**src/rtl/sd_cmd_serdes.sv**
```systemverilog
// SD CMD-line bit engine: serialises a 40-bit command with CRC7 and end bit,
// then captures, CRC-checks and hands upstream the card response.
module sd_cmd_serdes #(
  parameter int unsigned NCR_MAX    = 64,
  parameter int unsigned NCC_CYCLES = 8
) (
  input  logic         iClock_SD_Host,
  input  logic         iReset,
  input  logic         iStrobe_cmd,
  input  logic [39:0]  iCmd_frame,
  input  logic         iResp_none,
  input  logic         iResp_long,
  input  logic         iResp_check_crc,
  input  logic         iAck_resp,
  output logic         oSerial_ready,
  output logic         oAck_cmd,
  output logic         oStrobe_resp,
  output logic [135:0] oResponse,
  output logic         oTimeout,
  output logic         oCrc_error,
  output logic         oCmd_oe,
  output logic         oCmd_bit,
  input  logic         iCmd_pin
);

  localparam int unsigned WAIT_W = $clog2(NCR_MAX + 1);
  localparam int unsigned NCC_W  = $clog2(NCC_CYCLES + 1);

  typedef enum logic [2:0] {IDLE, SEND, WAIT_START, RECV, RESP, NCC} state_t;
  state_t state, stateNext;

  logic [39:0]       txShift;
  logic [6:0]        txCrc;
  logic [5:0]        sendCnt;
  logic              respNone, respLong, checkCrc;
  logic [WAIT_W-1:0] waitCnt;
  logic [7:0]        rxCnt;
  logic [6:0]        rxCrc;
  logic [135:0]      rxShift;
  logic [NCC_W-1:0]  nccCnt;
  logic              timeoutFlag, crcErrFlag, ackPulse;

  logic sendDone, rxLast, waitExpired, nccDone, inWindow;

  function automatic logic [6:0] crc7Step(input logic [6:0] crc, input logic b);
    logic fb;
    fb = b ^ crc[6];
    return {crc[5:0], 1'b0} ^ (fb ? 7'h09 : 7'h00);
  endfunction

  assign sendDone    = (sendCnt == 6'd47);
  assign rxLast      = (rxCnt == (respLong ? 8'd135 : 8'd47));
  assign waitExpired = (waitCnt == WAIT_W'(NCR_MAX));
  assign nccDone     = (nccCnt == NCC_W'(NCC_CYCLES - 1));
  // CRC covers everything between the header and the CRC field itself
  assign inWindow    = respLong ? (rxCnt >= 8'd8 && rxCnt <= 8'd127)
                                : (rxCnt >= 8'd1 && rxCnt <= 8'd39);

  always_ff @(posedge iClock_SD_Host or negedge iReset) begin
    if (!iReset) state <= IDLE;
    else         state <= stateNext;
  end

  always_comb begin
    stateNext = state;
    case (state)
      IDLE:       if (iStrobe_cmd) stateNext = SEND;
      SEND:       if (sendDone) stateNext = respNone ? NCC : WAIT_START;
      WAIT_START: begin
        if (!iCmd_pin)        stateNext = RECV;
        else if (waitExpired) stateNext = RESP;
      end
      RECV:       if (rxLast) stateNext = RESP;
      RESP:       if (iAck_resp) stateNext = NCC;
      NCC:        if (nccDone) stateNext = IDLE;
      default:    stateNext = IDLE;
    endcase
  end

  always_comb begin
    oSerial_ready = (state == IDLE);
    oCmd_oe       = (state == SEND);
    oStrobe_resp  = (state == RESP);
    oCmd_bit      = 1'b1;
    if (state == SEND) begin
      if (sendCnt < 6'd40)      oCmd_bit = txShift[39];
      else if (sendCnt < 6'd47) oCmd_bit = txCrc[6];
    end
  end

  always_ff @(posedge iClock_SD_Host or negedge iReset) begin
    if (!iReset) begin
      txShift     <= '0;
      txCrc       <= '0;
      sendCnt     <= '0;
      respNone    <= 1'b0;
      respLong    <= 1'b0;
      checkCrc    <= 1'b0;
      waitCnt     <= '0;
      rxCnt       <= '0;
      rxCrc       <= '0;
      rxShift     <= '0;
      nccCnt      <= '0;
      timeoutFlag <= 1'b0;
      crcErrFlag  <= 1'b0;
      ackPulse    <= 1'b0;
    end else begin
      ackPulse <= 1'b0;
      case (state)
        IDLE: if (iStrobe_cmd) begin
          txShift  <= iCmd_frame;
          respNone <= iResp_none;
          respLong <= iResp_long;
          checkCrc <= iResp_check_crc;
          txCrc    <= '0;
          sendCnt  <= '0;
          rxShift  <= '0;
          rxCrc    <= '0;
          rxCnt    <= '0;
          ackPulse <= 1'b1;
        end
        SEND: begin
          sendCnt <= sendCnt + 6'd1;
          if (sendCnt < 6'd40) begin
            txCrc   <= crc7Step(txCrc, txShift[39]);
            txShift <= {txShift[38:0], 1'b0};
          end else begin
            txCrc <= {txCrc[5:0], 1'b0};
          end
          if (sendDone) begin
            waitCnt <= WAIT_W'(1);
            nccCnt  <= '0;
          end
        end
        WAIT_START: begin
          waitCnt <= waitCnt + WAIT_W'(1);
          if (!iCmd_pin) begin
            rxShift <= {rxShift[134:0], iCmd_pin};
            rxCnt   <= 8'd1;
          end else if (waitExpired) begin
            timeoutFlag <= 1'b1;
          end
        end
        RECV: begin
          rxShift <= {rxShift[134:0], iCmd_pin};
          rxCnt   <= rxCnt + 8'd1;
          if (inWindow) rxCrc <= crc7Step(rxCrc, iCmd_pin);
          // On the last bit the received CRC field sits in rxShift[6:0]
          if (rxLast) begin
            if (respLong) crcErrFlag <= (rxCrc != rxShift[6:0]);
            else          crcErrFlag <= (checkCrc && (rxCrc != rxShift[6:0])) || !iCmd_pin;
          end
        end
        RESP: if (iAck_resp) nccCnt <= '0;
        NCC: begin
          nccCnt <= nccCnt + NCC_W'(1);
          if (nccDone) begin
            timeoutFlag <= 1'b0;
            crcErrFlag  <= 1'b0;
          end
        end
        default: ;
      endcase
    end
  end

  assign oAck_cmd   = ackPulse;
  assign oResponse  = rxShift;
  assign oTimeout   = timeoutFlag;
  assign oCrc_error = crcErrFlag;

endmodule
```
**config.mk**
```make
export PLATFORM = sky130hd
export DESIGN_NAME = sd_cmd_serdes
export DESIGN_NICKNAME = d
export VERILOG_FILES = /design/src/rtl/sd_cmd_serdes.sv
export SDC_FILE = /design/constraint.sdc
export NUM_CORES = 1
export LEC_CHECK = 0
export ABC_AREA = 1
export CAP_MARGIN = 30
export CORE_MARGIN = 2
export CORE_UTILIZATION = 58
export CTS_BUF_LIST = sky130_fd_sc_hd__clkbuf_4 sky130_fd_sc_hd__clkbuf_8
export DETAILED_ROUTE_END_ITERATION = 12
export GPL_ROUTABILITY_DRIVEN = 0
export GPL_TIMING_DRIVEN = 0
export PLACE_DENSITY = 0.88
export SKIP_LAST_GASP = 1
export SLEW_MARGIN = 0
export SYNTH_ARGS = -nofsm -noshare
export SYNTH_HDL_FRONTEND = slang
export SYNTH_SLANG_ARGS = --single-unit
```
**constraint.sdc**
```tcl
create_clock -name iClock_SD_Host -period 3.6 [get_ports iClock_SD_Host]
set_input_delay 0.72 -clock iClock_SD_Host [delete_from_list [all_inputs] [get_ports iClock_SD_Host]]
set_output_delay 0.72 -clock iClock_SD_Host [all_outputs]
set_load 0.005 [all_outputs]
```
**Word level (Yosys, flattened, before mapping)**

Cells that the tools add are included.

- Register bits: 224
- Input port bits: 48
- Output and inout port bits: 143
- Word-level logic and storage cells: 119

- $add $sub $neg: 4
- Order comparisons: 6
- Eq/ne operators: 21
- Muxes and demuxes: 46
- Bitwise gates (word level): 4
- Reduce and logical (&&, ||, !) cells: 23

Operators by type and width:

| kind | number |
|---|---|
| $pmux W136 S3 | 1 |
| $mux W136 | 2 |
| $mux W40 | 2 |
| $pmux W40 S2 | 1 |
| $pmux W7 S2 | 3 |
| $mux W7 | 4 |
| $mux W3 | 8 |
| $mux W8 | 3 |
| $pmux W8 S3 | 1 |
| $pmux W3 S6 | 1 |
| $mux W4 | 4 |
| $ne A2 B2 Y1 const B | 8 |
| $reduce_and A3 Y1 | 5 |
| $xor A7 B4 Y7 | 2 |
| $lt A6 B6 Y1 const B | 2 |
| $pmux W4 S3 | 1 |
| $pmux W6 S2 | 1 |
| $mux W1 | 11 |
| $reduce_bool A2 Y1 | 5 |
| $add A8 B1 Y8 const B | 1 |
| $eq A8 B8 Y1 | 1 |
| $ge A8 B1 Y1 const B | 1 |
| $ge A8 B4 Y1 const B | 1 |
| $le A8 B6 Y1 const B | 1 |
| other kinds (24) | 34 |

**Longest topological paths before layout**

- Word-level depth: 6
- Gate-level depth with buffers: 10
- Mapped depth without buffers: 10

**Least setup slack after synthesis**

OpenSTA, ideal clock, no wires.

- Kind: reg2out
- Start: reg state[1]
- End: out oCmd_bit
- Data arrival time: 1.252 ns
- Data required time: 2.880 ns
- Setup slack: 1.628 ns
- Cell stages (with the launch flop): 8
- Buffers on the path: 1
- Path through: dfrtp_1 > inv_2 > nand2_1 > nor2_2 > buf_2 > nand2_1 > o32ai_1 > inv_1

- Longest elaborated chain between the ends: 2

RTL lines:

| what | line | RTL |
|---|---|---|
| start, declared | 30 | `state_t state, stateNext;` |
| start signal, assigned | 61 | `else state <= stateNext;` |
| $eq A3 B1 Y1 | 85 | `if (state == SEND) begin` |
| $mux W1 | 85 |  |
| end, declared | 22 | `output logic oCmd_bit,` |

No other way between the ends.

**Worst setup path in the final report**

Same ends and word-level chain as after synthesis.

==> results_tabular.tex <==
\begin{tabular}{lr}
\hline
Metric & Value \\
\hline
\multicolumn{2}{l}{\textbf{Global route}} \\
\quad Largest net degree at the start of global routing & 85 \\
\quad Remaining global-route overflow & 0 \\
\quad Global-route wire length before repair & roughly 38 mm \\
\quad Antenna violations before repair & 0 \\
\quad Via count of the first global-routing pass & approximately 7900 \\
\quad Total routing usage reported by global routing & 0.261 \\
\multicolumn{2}{l}{\textbf{Run}} \\
\quad Number of max-cap violations & 0 \\
\multicolumn{2}{l}{\textbf{Final layout}} \\
\quad Fill cell instance count of the final layout & 1079 \\
\quad Sequential cell area & roughly 5600 sq um \\
\quad Net count reported at finish & between 1000 and 1500 \\
\quad Post-route cell area & $\sim$13000 sq um \\
\quad Antenna diode instance count & 0 \\
\quad Relative area change from synthesis to final layout & 30.4\% \\
\quad Share of final-layout standard cells stronger than drive strength 1 & 0.126 \\
\quad Area taken by multi-input logic gates & between 3000 and 4000 sq um \\
\multicolumn{2}{l}{\textbf{Logic synthesis}} \\
\quad Flip-flop and latch count after synthesis & roughly 220 \\
\quad Simple-Gate Fraction of Synth Area & 0.0954 \\
\quad Number of distinct library cells after synthesis & 30 \\
\quad Average cell area after synthesis & around 10 sq um \\
\quad Combinational family with the most area after synthesis & compound AO/OA/AOI/OAI gates \\
\quad Count of yosys warnings during synthesis & 0 \\
\quad Synthesized Nets & roughly 1100 \\
\quad Cell Area, Synth & roughly 10000 sq um \\
\quad Multiplexer share of the synthesized area & 0 \\
\quad Number of instances in the synthesized netlist & $\sim$1000 \\
\quad Compound-cell area share of the yosys netlist & 0.198 \\
\quad Share of the yosys chip area belonging to registers & 0.573 \\
\quad Share of synthesized cell area in full adder, half adder and majority cells & 0.0102 \\
\quad Parity-gate share of the synthesized area counting xor and xnor cells & 0.0125 \\
\multicolumn{2}{l}{\textbf{CTS}} \\
\quad Clock sinks & approximately 220 \\
\quad Clock transition at the register clock pins on the worst setup and hold paths after CTS & about 60 ps \\
\quad Clock root buffer master & sky130\_fd\_sc\_hd\_\_clkbuf\_8 \\
\quad Hold-fix buffers at CTS & 0 \\
\quad Setup Buffers After CTS & 0 \\
\quad Total clock buffers created by CTS & 37 \\
\quad Clock latency reported for the late side of the worst-skew pair & around 510 ps \\
\quad CTS tree & done \\
\quad Post-CTS resize count & 0 \\
\quad H-tree depth & 2 \\
\quad Clk buf depth & 3 \\
\multicolumn{2}{l}{\textbf{Timing}} \\
\quad Final count of pins violating max slew & 0 \\
\quad \# setup viols final & 0 \\
\quad Period Utilization, post-route & 0.890 \\
\quad Worst slew margin relative to its limit & 0.665 \\
\quad Largest clock skew in the final design & 9.97 ps \\
\quad Measured slew at the worst slew-check pin & slightly above 500 ps \\
\quad Worst setup margin & 397 ps \\
\quad Final hold violation count & 0 \\
\quad Final min period & about 3200 ps \\
\quad Max Clk Rate & about 310 MHz \\
\quad Setup repair after global routing missed its margin & false \\
\multicolumn{2}{l}{\textbf{Floorplan}} \\
\quad Core region area & approximately 17000 sq um \\
\quad Top-Level Pins & 191 \\
\quad Row Count & 47 \\
\quad Die span in y & between 100 and 150 um \\
\quad Starting Density & 0.592 \\
\quad Die Area & between 15000 and 20000 sq um \\
\quad Width of the die & 134 um \\
\multicolumn{2}{l}{\textbf{Worst setup path}} \\
\quad Critical path launch point type & flop \\
\quad Kind of end point of the critical path & output pin \\
\quad Maximum cell stage delay along the critical path & between 400 and 500 ps \\
\quad Cells along the critical path & inv\_2 -> nand2\_1 -> nor2\_2 -> buf\_2 -> nand2\_1 -> o32ai\_1 -> inv\_1 -> clkdlybuf4s50\_1 \\
\quad Cell family contributing the most delay on the critical path & buffers and inverters \\
\quad CP max FO & 10 \\
\quad Arrival time reported for the critical path endpoint & roughly 2500 ps \\
\quad Worst Path Required & roughly 2900 ps \\
\quad Buffers \& Inverters on Critical Path & 4 \\
\quad Kind of critical path & reg -> out \\
\quad Critical Path Most Common Cell & sky130\_fd\_sc\_hd\_\_nand2\_1 \\
\quad Cell with the biggest individual delay on the critical path & sky130\_fd\_sc\_hd\_\_clkdlybuf4s50\_1 \\
\multicolumn{2}{l}{\textbf{Placed design}} \\
\quad Number of buffers added on ports & 190 \\
\quad Dpl ws & approximately 920 ps \\
\quad Sum of net half-perimeters after detailed placement & around 16 mm \\
\quad Placed cell area & $\sim$12000 sq um \\
\multicolumn{2}{l}{\textbf{Hold path}} \\
\quad Worst min path class & in -> async \\
\multicolumn{2}{l}{\textbf{Detailed routing}} \\
\quad DR vias/cell & approximately 5.4 \\
\quad Post-DRT Antenna Nets & 0 \\
\quad First drt pass iteration count & 5 \\
\quad Residual DRC & 0 \\
\quad Number of DRC markers in iteration 0 & approximately 540 \\
\quad Routed wire length & approximately 23 mm \\
\quad Routed length per instance & approximately 16 um \\
\quad Detailed-route via count & 8017 \\
\multicolumn{2}{l}{\textbf{Status}} \\
\quad Status & complete, no violations \\
\multicolumn{2}{l}{\textbf{Power and ir drop}} \\
\quad Total Power Consumption & about 8.1 mW \\
\quad Total power density per cell area & approximately 630 nW/um\^{}2 \\
\quad Peak supply drop & between 400 and 500 uV \\
\quad Leakage power total & about 5.5 nW \\
\hline
\end{tabular}
-- Yosys cell counts --
cell,count,share of area
sky130_fd_sc_hd__nand2_2,2,0.0013
sky130_fd_sc_hd__o32ai_1,1,0.00090
sky130_fd_sc_hd__o31ai_1,1,0.00077
sky130_fd_sc_hd__buf_6,6,0.0069
sky130_fd_sc_hd__buf_2,18,0.0092
sky130_fd_sc_hd__xor2_1,8,0.0072
sky130_fd_sc_hd__buf_4,7,0.0054
sky130_fd_sc_hd__o21ai_1,1,0.00051
sky130_fd_sc_hd__nand3_1,34,0.017
sky130_fd_sc_hd__nand4_1,3,0.0019
sky130_fd_sc_hd__xnor2_1,6,0.0054
sky130_fd_sc_hd__a21oi_1,13,0.0066
sky130_fd_sc_hd__ha_1,8,0.010
sky130_fd_sc_hd__nor3_1,1,0.00051
sky130_fd_sc_hd__nand3b_1,2,0.0015
sky130_fd_sc_hd__a31oi_1,1,0.00064
sky130_fd_sc_hd__o21ai_0,68,0.035
sky130_fd_sc_hd__o22ai_1,96,0.061
sky130_fd_sc_hd__o22ai_2,50,0.064
sky130_fd_sc_hd__or2_2,1,0.00064
sky130_fd_sc_hd__o211ai_1,37,0.028
sky130_fd_sc_hd__clkbuf_1,12,0.0046
sky130_fd_sc_hd__nor2_2,3,0.0019
sky130_fd_sc_hd__dfrtp_1,224,0.57
sky130_fd_sc_hd__nor2_1,29,0.011
sky130_fd_sc_hd__inv_2,2,0.00077
sky130_fd_sc_hd__inv_1,213,0.082
sky130_fd_sc_hd__nor2_4,2,0.0023
sky130_fd_sc_hd__nand2_1,148,0.057
sky130_fd_sc_hd__buf_1,7,0.0027
-- kinds of logic after synthesis --
logic type / after synthesis
AOI/OAI and AO/OA: 268
xor gates and xnor gates: 14
adders and majority gates: 8
buffers and inverters: 265
DFF: 224
and+or+nand+nor: 225
-- power breakdown --
part | internal (mW) | leakage [nW] | switching [mW]
Combinational | 0.893 | 2.10 | 1.85
Sequential | 2.92 | 3.03 | 0.217
Clock | 1.24 | 0.402 | 0.961
-- layout make-up --
type                    count  share of cell area
multi-input cells         515               0.242
repair buffers            192               0.154
clock buffers              58              0.0552
clock inverters             7             0.00294
well taps                 220              0.0216
plain buffers              50              0.0221
flip-flops and latches    224               0.439
inverters                 215              0.0632
-- registers in the layout (all words and copies together), names as in the netlist --
register    count
oResponse     136
txShift        40
rxCnt           8
rxCrc           7
txCrc           7
waitCnt         7
sendCnt         6
nccCnt          4
state           3
checkCrc        1
oAck_cmd        1
oCrc_error      1
oTimeout        1
respLong        1
respNone        1
-- layer usage --
| metal | GRT usage | vias up | part of all wire |
|---|---|---|---|
| met1 | 0.339 | 3861 | 0.41 |
| met4 | 0.0892 | 0 | 0.023 |
| met2 | 0.436 | 331 | 0.49 |
| met5 | 0 | - | 0 |
| met3 | 0.0586 | 47 | 0.076 |
| li1 | - | 3778 | - |
-- per-stage QoR --
stage           TNS, ps  hold WS (ps)  instances  utilization
5_1_grt               0           162       1481        0.773
3_3_place_gp   -1648740           466       1414        0.724
3_5_place_dp          0           480       1416        0.728
4_1_cts               0           143       1481        0.773
6_report              0           141       1481        0.773
2_1_floorplan         0           424       1004            -
-- cells in the final DEF (no fill, tap or decap), drive strengths merged --
cell type	instances
buf	41
a31oi	1
or2	1
clkdlybuf4s50	189
clkbuf	70
a21oi	13
xor2	8
o22ai	146
dfrtp	224
nand2	150
o31ai	1
o21ai	69
ha	8
nor2	34
nand3b	2
o211ai	37
xnor2	6
nand4	3
clkinvlp	1
clkinv	6
o32ai	1
inv	215
nor3	1
nand3	34
-- worst register-to-register path, stage by stage, from the launching register on --
cell and delay [ps]:
sky130_fd_sc_hd__dfrtp_1 430, sky130_fd_sc_hd__inv_2 90, sky130_fd_sc_hd__nand2_1 100, sky130_fd_sc_hd__nor2_2 180, sky130_fd_sc_hd__nand2_1 150, sky130_fd_sc_hd__nand2_1 130
sky130_fd_sc_hd__nor2_4 80, sky130_fd_sc_hd__nand2_2 230, sky130_fd_sc_hd__clkbuf_1 400, sky130_fd_sc_hd__o22ai_1 150
-- worst paths after layout --
check,endpoint,cells after the start,start,slack (ps)
min in group iClock_SD_Host,oCrc_error,2,oCrc_error,480
worst min register to register,oCrc_error,2,oCrc_error,480
worst max-delay path,oCmd_bit,8,state[1],400
max in group asynchronous,txCrc[4],3,iReset,2300
worst max register to register,oResponse[77],9,state[0],1520
worst min-delay path,oResponse[40],1,iReset,140
No activity file was read; power rests on OpenSTA's default activity.
